<file path="src/rtl/uart_mmio_periph.sv">
// uart_mmio_periph
//   Memory-mapped 8N1 UART. A byte store to 0x400 (uart_write_en) queues
//   uart_wdata into the TX FIFO. A byte load from 0x404 (uart_read_en)
//   returns the RX FIFO head on uart_rdata in the same cycle and pops it at
//   the clock edge.
//
// Ports
//   clk, reset        system clock, synchronous active-high reset
//   uart_write_en     store strobe, uart_wdata[7:0] byte to send
//   uart_read_en      load strobe, uart_rdata[31:0] {24'b0, head} or FFFFFFFF
//   rx / tx           serial in (asynchronous) / serial out (idle high)
//   tx_busy           TX FSM active or TX FIFO holding data
//   rx_valid          RX FIFO non-empty
//   err_flags         sticky {rx_frame_err, rx_overrun, tx_overflow}
//
// Build option
//   UART_LOOPBACK_EN  feed the RX synchronizer from the internal tx line
//                     instead of the rx pin (on-board self-test)
//
// TX FSM
//   state    | meaning
//   TX_IDLE  | line high, pop the FIFO head when one is present
//   TX_START | start bit (0) for one bit time
//   TX_DATA  | 8 data bits, LSB first
//   TX_STOP  | stop bit (1); chains straight into the next START if queued
//
// RX FSM
//   state    | meaning
//   RX_IDLE  | wait for a falling edge on rx_s
//   RX_START | half bit time, then confirm the start bit (reject glitches)
//   RX_DATA  | sample 8 bits, one bit time apart, LSB first
//   RX_STOP  | sample the stop bit; push the byte or flag a framing error
//   RX_WAIT  | after a framing error, wait for the line to return high

module uart_mmio_periph #(
  parameter int CLKS_PER_BIT = 10416,
  parameter int FIFO_DEPTH   = 16
) (
  input  logic        clk,
  input  logic        reset,
  input  logic        uart_write_en,
  input  logic [7:0]  uart_wdata,
  input  logic        uart_read_en,
  output logic [31:0] uart_rdata,
  input  logic        rx,
  output logic        tx,
  output logic        tx_busy,
  output logic        rx_valid,
  output logic [2:0]  err_flags
);

  localparam int AW = $clog2(FIFO_DEPTH);
  localparam int CW = $clog2(CLKS_PER_BIT + 1);
  localparam logic [CW-1:0] BIT_LAST  = CW'(CLKS_PER_BIT - 1);
  localparam logic [CW-1:0] HALF_LAST = CW'(CLKS_PER_BIT / 2 - 1);
  localparam logic [AW:0]   WRAP_ONLY = {1'b1, {AW{1'b0}}};

  typedef enum logic [1:0] {TX_IDLE, TX_START, TX_DATA, TX_STOP} tx_state_t;
  typedef enum logic [2:0] {RX_IDLE, RX_START, RX_DATA, RX_STOP, RX_WAIT} rx_state_t;

  // ---------------- TX FIFO ----------------
  logic [7:0]  tx_mem [FIFO_DEPTH];
  logic [AW:0] tx_wr_ptr, tx_rd_ptr;
  logic        tx_empty, tx_full, tx_pop, tx_push;
  logic [7:0]  tx_head;

  // ---------------- RX FIFO ----------------
  logic [7:0]  rx_mem [FIFO_DEPTH];
  logic [AW:0] rx_wr_ptr, rx_rd_ptr;
  logic        rx_empty, rx_full, rx_pop, rx_push, rx_push_req;

  // ---------------- TX FSM ----------------
  tx_state_t   tx_state;
  logic [CW-1:0] tx_cnt;
  logic [2:0]  tx_idx;
  logic [7:0]  tx_shift;

  // ---------------- RX path ----------------
  rx_state_t   rx_state;
  logic [CW-1:0] rx_cnt;
  logic [2:0]  rx_idx;
  logic [7:0]  rx_shift;
  logic        rx_src, rx_meta, rx_s;
  logic        rx_frame_err, rx_overrun, tx_overflow;

  assign tx_empty = (tx_wr_ptr == tx_rd_ptr);
  assign tx_full  = ((tx_wr_ptr ^ tx_rd_ptr) == WRAP_ONLY);
  assign tx_head  = tx_mem[tx_rd_ptr[AW-1:0]];
  // The FSM takes the next byte from IDLE, or directly at the end of a stop
  // bit so back-to-back bytes have no idle gap.
  assign tx_pop   = !tx_empty &&
                    ((tx_state == TX_IDLE) ||
                     ((tx_state == TX_STOP) && (tx_cnt == '0)));
  assign tx_push  = uart_write_en && (!tx_full || tx_pop);

  assign rx_empty    = (rx_wr_ptr == rx_rd_ptr);
  assign rx_full     = ((rx_wr_ptr ^ rx_rd_ptr) == WRAP_ONLY);
  assign rx_pop      = uart_read_en && !rx_empty;
  assign rx_push_req = (rx_state == RX_STOP) && (rx_cnt == '0) && rx_s;
  assign rx_push     = rx_push_req && (!rx_full || rx_pop);

  assign rx_valid   = !rx_empty;
  assign uart_rdata = rx_empty ? 32'hFFFF_FFFF : {24'h0, rx_mem[rx_rd_ptr[AW-1:0]]};
  assign err_flags  = {rx_frame_err, rx_overrun, tx_overflow};

`ifdef UART_LOOPBACK_EN
  assign rx_src = tx;
`else
  assign rx_src = rx;
`endif

  // FIFO storage needs no reset; validity comes from the pointers.
  always_ff @(posedge clk) begin
    if (tx_push) tx_mem[tx_wr_ptr[AW-1:0]] <= uart_wdata;
    if (rx_push) rx_mem[rx_wr_ptr[AW-1:0]] <= rx_shift;
  end

  always_ff @(posedge clk) begin
    if (reset) begin
      tx_wr_ptr   <= '0;
      tx_rd_ptr   <= '0;
      rx_wr_ptr   <= '0;
      rx_rd_ptr   <= '0;
      tx_overflow <= 1'b0;
      rx_overrun  <= 1'b0;
    end else begin
      if (tx_push) tx_wr_ptr <= tx_wr_ptr + 1'b1;
      if (tx_pop)  tx_rd_ptr <= tx_rd_ptr + 1'b1;
      if (uart_write_en && !tx_push) tx_overflow <= 1'b1;
      if (rx_push) rx_wr_ptr <= rx_wr_ptr + 1'b1;
      if (rx_pop)  rx_rd_ptr <= rx_rd_ptr + 1'b1;
      if (rx_push_req && !rx_push) rx_overrun <= 1'b1;
    end
  end

  // tx and tx_busy are registered from the current state, so the line lags
  // the FSM by one cycle; every bit still lasts CLKS_PER_BIT cycles.
  always_ff @(posedge clk) begin
    if (reset) begin
      tx_state <= TX_IDLE;
      tx_cnt   <= '0;
      tx_idx   <= '0;
      tx_shift <= '0;
      tx       <= 1'b1;
      tx_busy  <= 1'b0;
    end else begin
      tx_busy <= (tx_state != TX_IDLE) || !tx_empty;
      case (tx_state)
        TX_START: tx <= 1'b0;
        TX_DATA:  tx <= tx_shift[tx_idx];
        default:  tx <= 1'b1;
      endcase

      case (tx_state)
        TX_IDLE: begin
          if (tx_pop) begin
            tx_shift <= tx_head;
            tx_cnt   <= BIT_LAST;
            tx_state <= TX_START;
          end
        end
        TX_START: begin
          if (tx_cnt == '0) begin
            tx_cnt   <= BIT_LAST;
            tx_idx   <= '0;
            tx_state <= TX_DATA;
          end else begin
            tx_cnt <= tx_cnt - 1'b1;
          end
        end
        TX_DATA: begin
          if (tx_cnt == '0) begin
            tx_cnt <= BIT_LAST;
            if (tx_idx == 3'd7) tx_state <= TX_STOP;
            else                tx_idx   <= tx_idx + 1'b1;
          end else begin
            tx_cnt <= tx_cnt - 1'b1;
          end
        end
        TX_STOP: begin
          if (tx_cnt == '0) begin
            if (tx_pop) begin
              tx_shift <= tx_head;
              tx_cnt   <= BIT_LAST;
              tx_state <= TX_START;
            end else begin
              tx_state <= TX_IDLE;
            end
          end else begin
            tx_cnt <= tx_cnt - 1'b1;
          end
        end
        default: tx_state <= TX_IDLE;
      endcase
    end
  end

  always_ff @(posedge clk) begin
    if (reset) begin
      rx_meta      <= 1'b1;
      rx_s         <= 1'b1;
      rx_state     <= RX_IDLE;
      rx_cnt       <= '0;
      rx_idx       <= '0;
      rx_shift     <= '0;
      rx_frame_err <= 1'b0;
    end else begin
      rx_meta <= rx_src;
      rx_s    <= rx_meta;
      case (rx_state)
        RX_IDLE: begin
          if (!rx_s) begin
            rx_cnt   <= HALF_LAST;
            rx_state <= RX_START;
          end
        end
        RX_START: begin
          if (rx_cnt == '0) begin
            if (rx_s) begin
              rx_state <= RX_IDLE;
            end else begin
              rx_cnt   <= BIT_LAST;
              rx_idx   <= '0;
              rx_state <= RX_DATA;
            end
          end else begin
            rx_cnt <= rx_cnt - 1'b1;
          end
        end
        RX_DATA: begin
          if (rx_cnt == '0) begin
            rx_shift[rx_idx] <= rx_s;
            rx_cnt <= BIT_LAST;
            if (rx_idx == 3'd7) rx_state <= RX_STOP;
            else                rx_idx   <= rx_idx + 1'b1;
          end else begin
            rx_cnt <= rx_cnt - 1'b1;
          end
        end
        RX_STOP: begin
          if (rx_cnt == '0) begin
            if (rx_s) begin
              rx_state <= RX_IDLE;
            end else begin
              rx_frame_err <= 1'b1;
              rx_state     <= RX_WAIT;
            end
          end else begin
            rx_cnt <= rx_cnt - 1'b1;
          end
        end
        RX_WAIT: begin
          if (rx_s) rx_state <= RX_IDLE;
        end
        default: rx_state <= RX_IDLE;
      endcase
    end
  end

endmodule

</file>
<file path="config.mk">
export PLATFORM = sky130hd
export DESIGN_NAME = uart_mmio_periph
export DESIGN_NICKNAME = d
export VERILOG_FILES = /design/src/rtl/uart_mmio_periph.sv
export SDC_FILE = /design/constraint.sdc
export NUM_CORES = 1
export LEC_CHECK = 0
export ABC_CLOCK_PERIOD_IN_PS = 3600
export CORE_MARGIN = 1.5
export CORE_UTILIZATION = 49
export DETAILED_ROUTE_END_ITERATION = 6
export DONT_BUFFER_PORTS = 1
export HOLD_SLACK_MARGIN = 0.15
export SYNTH_ARGS = -nofsm -noshare
export SYNTH_HDL_FRONTEND = slang
export SYNTH_SLANG_ARGS = --single-unit
</file>
<file path="constraint.sdc">
create_clock -name clk -period 3.6 [get_ports clk]
set_input_delay 1.08 -clock clk [delete_from_list [all_inputs] [get_ports clk]]
set_output_delay 1.08 -clock clk [all_outputs]
set_load 0.1 [all_outputs]
</file>
# ---- Word level (Yosys, flattened, before mapping)
# Memory sizes are Yosys's and may differ from the RTL's. A register that Yosys moved wholly into a read port is not among the register bits.
# Index checks and enable logic that the tools add are counted.
dict set report op_classes {
  n_addsub 8
  multipliers 0
  div 0
  order_cmp 3
  eq_ne 29
  shifts 0
  muxes 53
  bitwise 3
  n_reduce_logical 38
}
# operator n
set op_table {}
lappend op_table {{2-to-1 mux 14 bit} 8}
lappend op_table {{case mux 14 bit (4 select lines)} 1}
lappend op_table {{2-to-1 mux 3 bit} 14}
lappend op_table {{case mux 14 bit (3 select lines)} 1}
lappend op_table {{2-to-1 mux 32 bit} 1}
lappend op_table {{zero test 14 bit} 2}
lappend op_table {{subtractor 14 x 1 -> 14 bit, second input constant} 2}
lappend op_table {{!= test 2 bit, second input constant} 13}
lappend op_table {{adder 5 x 1 -> 5 bit, second input constant} 4}
lappend op_table {{2-to-1 mux 4 bit} 4}
lappend op_table {{2-to-1 mux 8 bit} 2}
lappend op_table {{case mux 8 bit (2 select lines)} 1}
lappend op_table {{case mux 3 bit (5 select lines)} 1}
lappend op_table {{2-to-1 mux 2 bit} 6}
lappend op_table {{case mux 3 bit (2 select lines)} 2}
lappend op_table {{equality test 5 bit} 2}
lappend op_table {{equality test 5 bit, second input constant} 2}
lappend op_table {{logical AND 1 bit} 10}
lappend op_table {{AND reduction 5 bit} 2}
lappend op_table {{XOR 5 bit} 2}
lappend op_table {{equality test 3 bit, second input constant} 3}
lappend op_table {{bitwise mux 8 bit} 1}
lappend op_table {{< comparator 3 x 4 -> 1 bit, second input constant} 2}
lappend op_table {{case mux 2 bit (4 select lines)} 1}
lappend op_table {{24 further kinds} 47}
dict set report totals {
  ff_bits 82
  latch_bits 0
  ramBits 256
  romBits 0
  in_bits 13
  output_inout_bits 38
  n_memories 2
}
# memory depth width rd rd_ports_with_merged_regs write_ports line
set memory_table {}
lappend memory_table {rx_mem 16 8 1 1 1 68} ;# logic [7:0] rx_mem [FIFO_DEPTH];
lappend memory_table {tx_mem 16 8 1 1 1 62} ;# logic [7:0] tx_mem [FIFO_DEPTH];

# ---- Longest topological paths before layout
dict set report logic_depth {
  ltp_word 8
  depth_mapped 9
  mapped_depth_nobuf 7
}

# ---- Least setup slack after synthesis
# OpenSTA, ideal clock, no wires.
dict set report synth_timing {
  kind {register -> output}
  startpoint {register rx_wr_ptr[0]}
  endpoint {output rx_valid}
  arrival_ns 2.526
  t_required_ns 2.520
  path_slack_ns -0.006
  path_stages_with_launch 5
  path_cell_list {dfxtp_1 xnor2_1 nand4_1 nor2_1 inv_1}
}
dict set report synth_via {
  elab_chain_cells 2
}
# item line
set synth_rtl {}
lappend synth_rtl {{start, declared} 69} ;# logic [AW:0] rx_wr_ptr, rx_rd_ptr;
lappend synth_rtl {{start signal, assigned} 130} ;# if (rx_push) rx_wr_ptr <= rx_wr_ptr + 1'b1;
lappend synth_rtl {{equality test 5 bit} 96} ;# assign rx_empty = (rx_wr_ptr == rx_rd_ptr);
lappend synth_rtl {{net rx_empty} 70} ;# logic rx_empty, rx_full, rx_pop, rx_push, rx_push_req;
lappend synth_rtl {{zero test 1 bit} 102} ;# assign rx_valid = !rx_empty;
lappend synth_rtl {{end, declared} 48} ;# output logic rx_valid,
# The timed path passes the listed nets, and every way through them passes these cells.

==> metrics.md <==
| Metric | Value |
|---|---|
| Synth Area per Inst | approximately 15 sq um |
| Share of cells above drive strength 1 | between 20% and 30% |
| Crit-path max FO | 6 |
| H-tree depth | 2 |
| Largest net degree at the start of global routing | 92 |
| DP HPWL | approximately 18 mm |
| Detail Route Antenna Nets | 0 |
| Final Max Tran Viols | 0 |
| Pre-CTS setup slack | approximately 250 ps |
| Netlist cell types | 65 |
| Violated checks | setup timing |
| CTS tree | done |
| Final #Nets | about 1,000 |
| Cell count after synthesis | between 900 and 1,000 |
| Die Span Y | 176 um |
| Multi-input gate area | roughly 4600 sq um |
| Endpoints failing setup | 21 |
| Die width | 176 um |
| Hold path endpoint | rx_s |
| Power per cell area | 606 nW/um^2 |
| Final period util | 103% |
| Pwr Total | around 10,000 uW |
| Skew-Pair Late Insertion Delay | 520 ps |
| Net Count, Synth | between 900 and 1,000 |
| RePlAce Congestion | 0.794 |
| I/O Buffers | 0 |
| Number of global-route vias before repair | about 8,100 |
| Worst-path clk slew | ~60 ps |
| Initial DRC Count | roughly 700 |
| Final Hold Fails | 0 |
| Global-route wire length before repair | between 40 and 50 mm |
| Unrepaired setup endpoints after global routing | true |
| Ys flop type | edfxtp_1 |
| Critical Path End Type | primary output |
| Design area | approximately 17,000 sq um |
| Crit path time final | ~3700 ps |
| P_leak | roughly 0.0057 uW |
| Filler cell count | around 2,300 |
| Placement Rows | 63 |
| Worst hold stages | 1 |
| Ant. Diodes | 0 |
| Via count | around 8,000 |
| Mapped cell area | 14,600 sq um |
| Final worst slack | -97.1 ps |
| Worst Tran Pin Value | ~980 ps |
| Root Buffer | clkbuf_16 |
| Rel. slew slack | approximately a third |
| Status | finished with violations |
| FF+latch count, synth | about 350 |
| Placed cell areas | ~15,000 sq um |
| Max Cap Viol | 0 |
| Initial core utilization | ~50% |
| Area Growth Syn to Fin | 16.1% |
| R2R depth | 7 |
| FFs w/ async S/R, synth | 0% |
| Overall routed net length | 28.1 mm |
| Final Util | a little under three fifths |
| Hold Path Class | register to register |
| Worst r2r src | tx_cnt[0] |
| Critical path data required time | between 2000 and 3000 ps |
| Total gr overflow | 0 |
| FF/Latch Area | about 9500 sq um |
| R2R Setup Slk | 590 ps |
| Clock sink count | 346 |
| Core box area | between 20,000 and 30,000 sq um |
| Highest clock rate | roughly 270 MHz |
| Critical path type | register to primary output |
| Pre-Repair DR Iteration Count | 5 |
| Layout Skew | between 20 and 25 ps |
| WP data arrival | around 2600 ps |
| Via density | around 5.6 |
| Number of synthesized flops with an enable pin | 256 |
| Max Buffers Root-to-Sink | 3 |
| Yosys warns | 0 |
| IR drop worst, VDD | about 0.41 mV |
| Die area | 30,900 sq um |
| Drt drc | 0 |
| FF-to-FF End | tx_wr_ptr[4] |
| Initial antenna violation count | 0 |
| Critical Path Start Type | register |
| Hold wc startpoint | rx_meta |
| Routed WL per cell | around 20 um |
| Register area share after synthesis | between 60% and 70% |
| Total CTS buffers | 38 |
| Total GRT Usage | 18.8% |
| Io pins | 51 |
==> worst max-delay path: stages, from the launching register on <==
cell and delay [ps]:
dfxtp_4 450, clkbuf_16 190, mux4_2 520, mux4_2 460, or2_2 310, buf_12 170
==> cell usage in the layout (no fill, tap or decap), drive strengths merged, types with 3 or more instances in the layout <==
cell	synthesis	routed
nor2b	9	9
a2111oi	4	4
ha	22	22
a31oi	12	12
o41ai	3	3
buf	42	72
clkinvlp	0	4
a211oi	10	10
edfxtp	256	256
and3	3	3
o21ai	20	20
or3	11	11
clkbuf	37	52
inv	22	23
nor4	9	9
or3b	3	3
or4	7	7
xor2	6	6
nand2b	11	11
bufinv	0	6
or2	13	13
mux2i	20	20
mux4	82	82
dfxtp	90	90
nand3	6	6
clkinv	0	7
mux2	5	5
a21oi	37	37
nor3	29	29
xnor2	11	11
nand2	35	35
nand4	14	14
a311oi	8	8
nor2	90	90
==> routing by layer <==
layer / part of all wire [%] / GRT usage [%] / up-vias
li1: - / - / 3806
met1: 43 / 24.8 / 4011
met2: 52 / 32.8 / 105
met3: 3.0 / 2.84 / 29
met4: 1.6 / 4.88 / 0
met5: 0 / 0 / -
==> final cells by class <==
cell class	instances	area share, %
flip-flops and latches	346	56.0
multi-input cells	516	27.3
clock buffers	50	6.29
repair buffers	75	5.50
well taps	390	2.88
clock inverters	18	1.47
inverters	22	0.516
==> report_power, final <==
| group | internal [uW] | leakage (uW) | switching, uW | total, uW |
|---|---|---|---|---|
| registers | 4410 | 0.00308 | 226 | 4640 |
| logic | 701 | 0.00198 | 914 | 1610 |
| clock network | 2520 | 0.000634 | 1510 | 4020 |
| total | 7630 | 0.00570 | 2640 | 10300 |
==> cells in the mapped netlist, types with 2 or more instances <==
library cell  count  area share, %
o41ai_1           3           0.18
o31ai_1           2           0.10
buf_1             3          0.077
or4_1             6           0.31
mux2_2            5           0.39
o21ai_0          20           0.69
edfxtp_1        256             53
a21boi_0          2           0.10
o32ai_1           2           0.12
or2_2            13           0.56
a311oi_1          8           0.48
nand2_1          35           0.90
and3_1            3           0.13
nor4b_1           2           0.12
o22ai_1           2          0.086
a221oi_1          2           0.12
nand3_1           6           0.21
a2bb2oi_1         2           0.12
nor4_1            6           0.26
inv_1            22           0.57
mux2i_1          20            1.4
xnor2_1          11           0.66
dfxtp_1          90             12
o2bb2ai_1         2           0.12
or3b_2            3           0.18
ha_1             22            1.9
nand4_1          13           0.56
nor3_1           29           0.99
nor2b_1           9           0.39
clkbuf_1         37           0.95
xor2_1            6           0.36
buf_2            10           0.34
nand2b_1         11           0.47
a211oi_1         10           0.51
a211o_1           2           0.12
a31oi_1          12           0.51
buf_4            28            1.4
o211ai_1          2           0.10
nor4_4            2           0.29
a21oi_1          37            1.3
nor2_1           89            2.3
or3_1            11           0.47
mux4_2           82             13
a2111oi_0         4           0.24
==> logic make-up (layout without fill, tap and decap cells) <==
family	count (synthesis)	in the layout	synth area share [%]
DFF	346	346	64.9
and+or+nand+nor	245	245	8.57
AOI/OAI and AO/OA	124	124	5.66
muxes	107	107	14.4
buffers and inverters	101	165	3.45
adders and majority gates	23	23	1.95
xor gates and xnor gates	17	17	1.02
==> state kept, by name, summed over array words and instances (netlist names), named ones only <==
register and flops:
tx 1, tx_shift 8, rx_wr_ptr 5, rx_s 1
tx_rd_ptr 5, rx_frame_err 1, rx_rd_ptr 5, tx_busy 1
tx_cnt 14, tx_idx 3, tx_wr_ptr 5, rx_mem 128
rx_meta 1, rx_idx 3, rx_shift 8, tx_overflow 1
rx_cnt 14, tx_state 2, rx_state 3, tx_mem 128
rx_overrun 1
==> how the worst max path moves through the flow <==
stage,from,endpoint,depth (start not counted)
floorplan,register,uart_rdata[0],5
global placement,rx_rd_ptr[2],rx_valid,7
detailed placement,rx_rd_ptr[2],rx_valid,7
CTS,rx_wr_ptr[1],uart_rdata[19],6
global route,rx_wr_ptr[1],uart_rdata[23],6
finish,register,uart_rdata[3],5
==> stage by stage <==
stage | hold slack, ps | cells | setup TNS, ps
floorplan | 389 | 963 | 0
global placement | 394 | 1340 | 0
detailed placement | 393 | 1340 | 0
CTS | 406 | 1413 | -1990
global route | 449 | 1417 | -3180
finish | 405 | 1417 | -1640
==> timing repair <==
action                                 4_1_cts  5_1_grt
pin swaps                                    5        2
resized for setup                           20        4
setup buffers                                4        2
setup endpoints to repair                   22       21
hold buffers                                 0        0
gates cloned                                 1        2
endpoints found under the hold margin        0        0
Power figures use the tool's default switching activity.
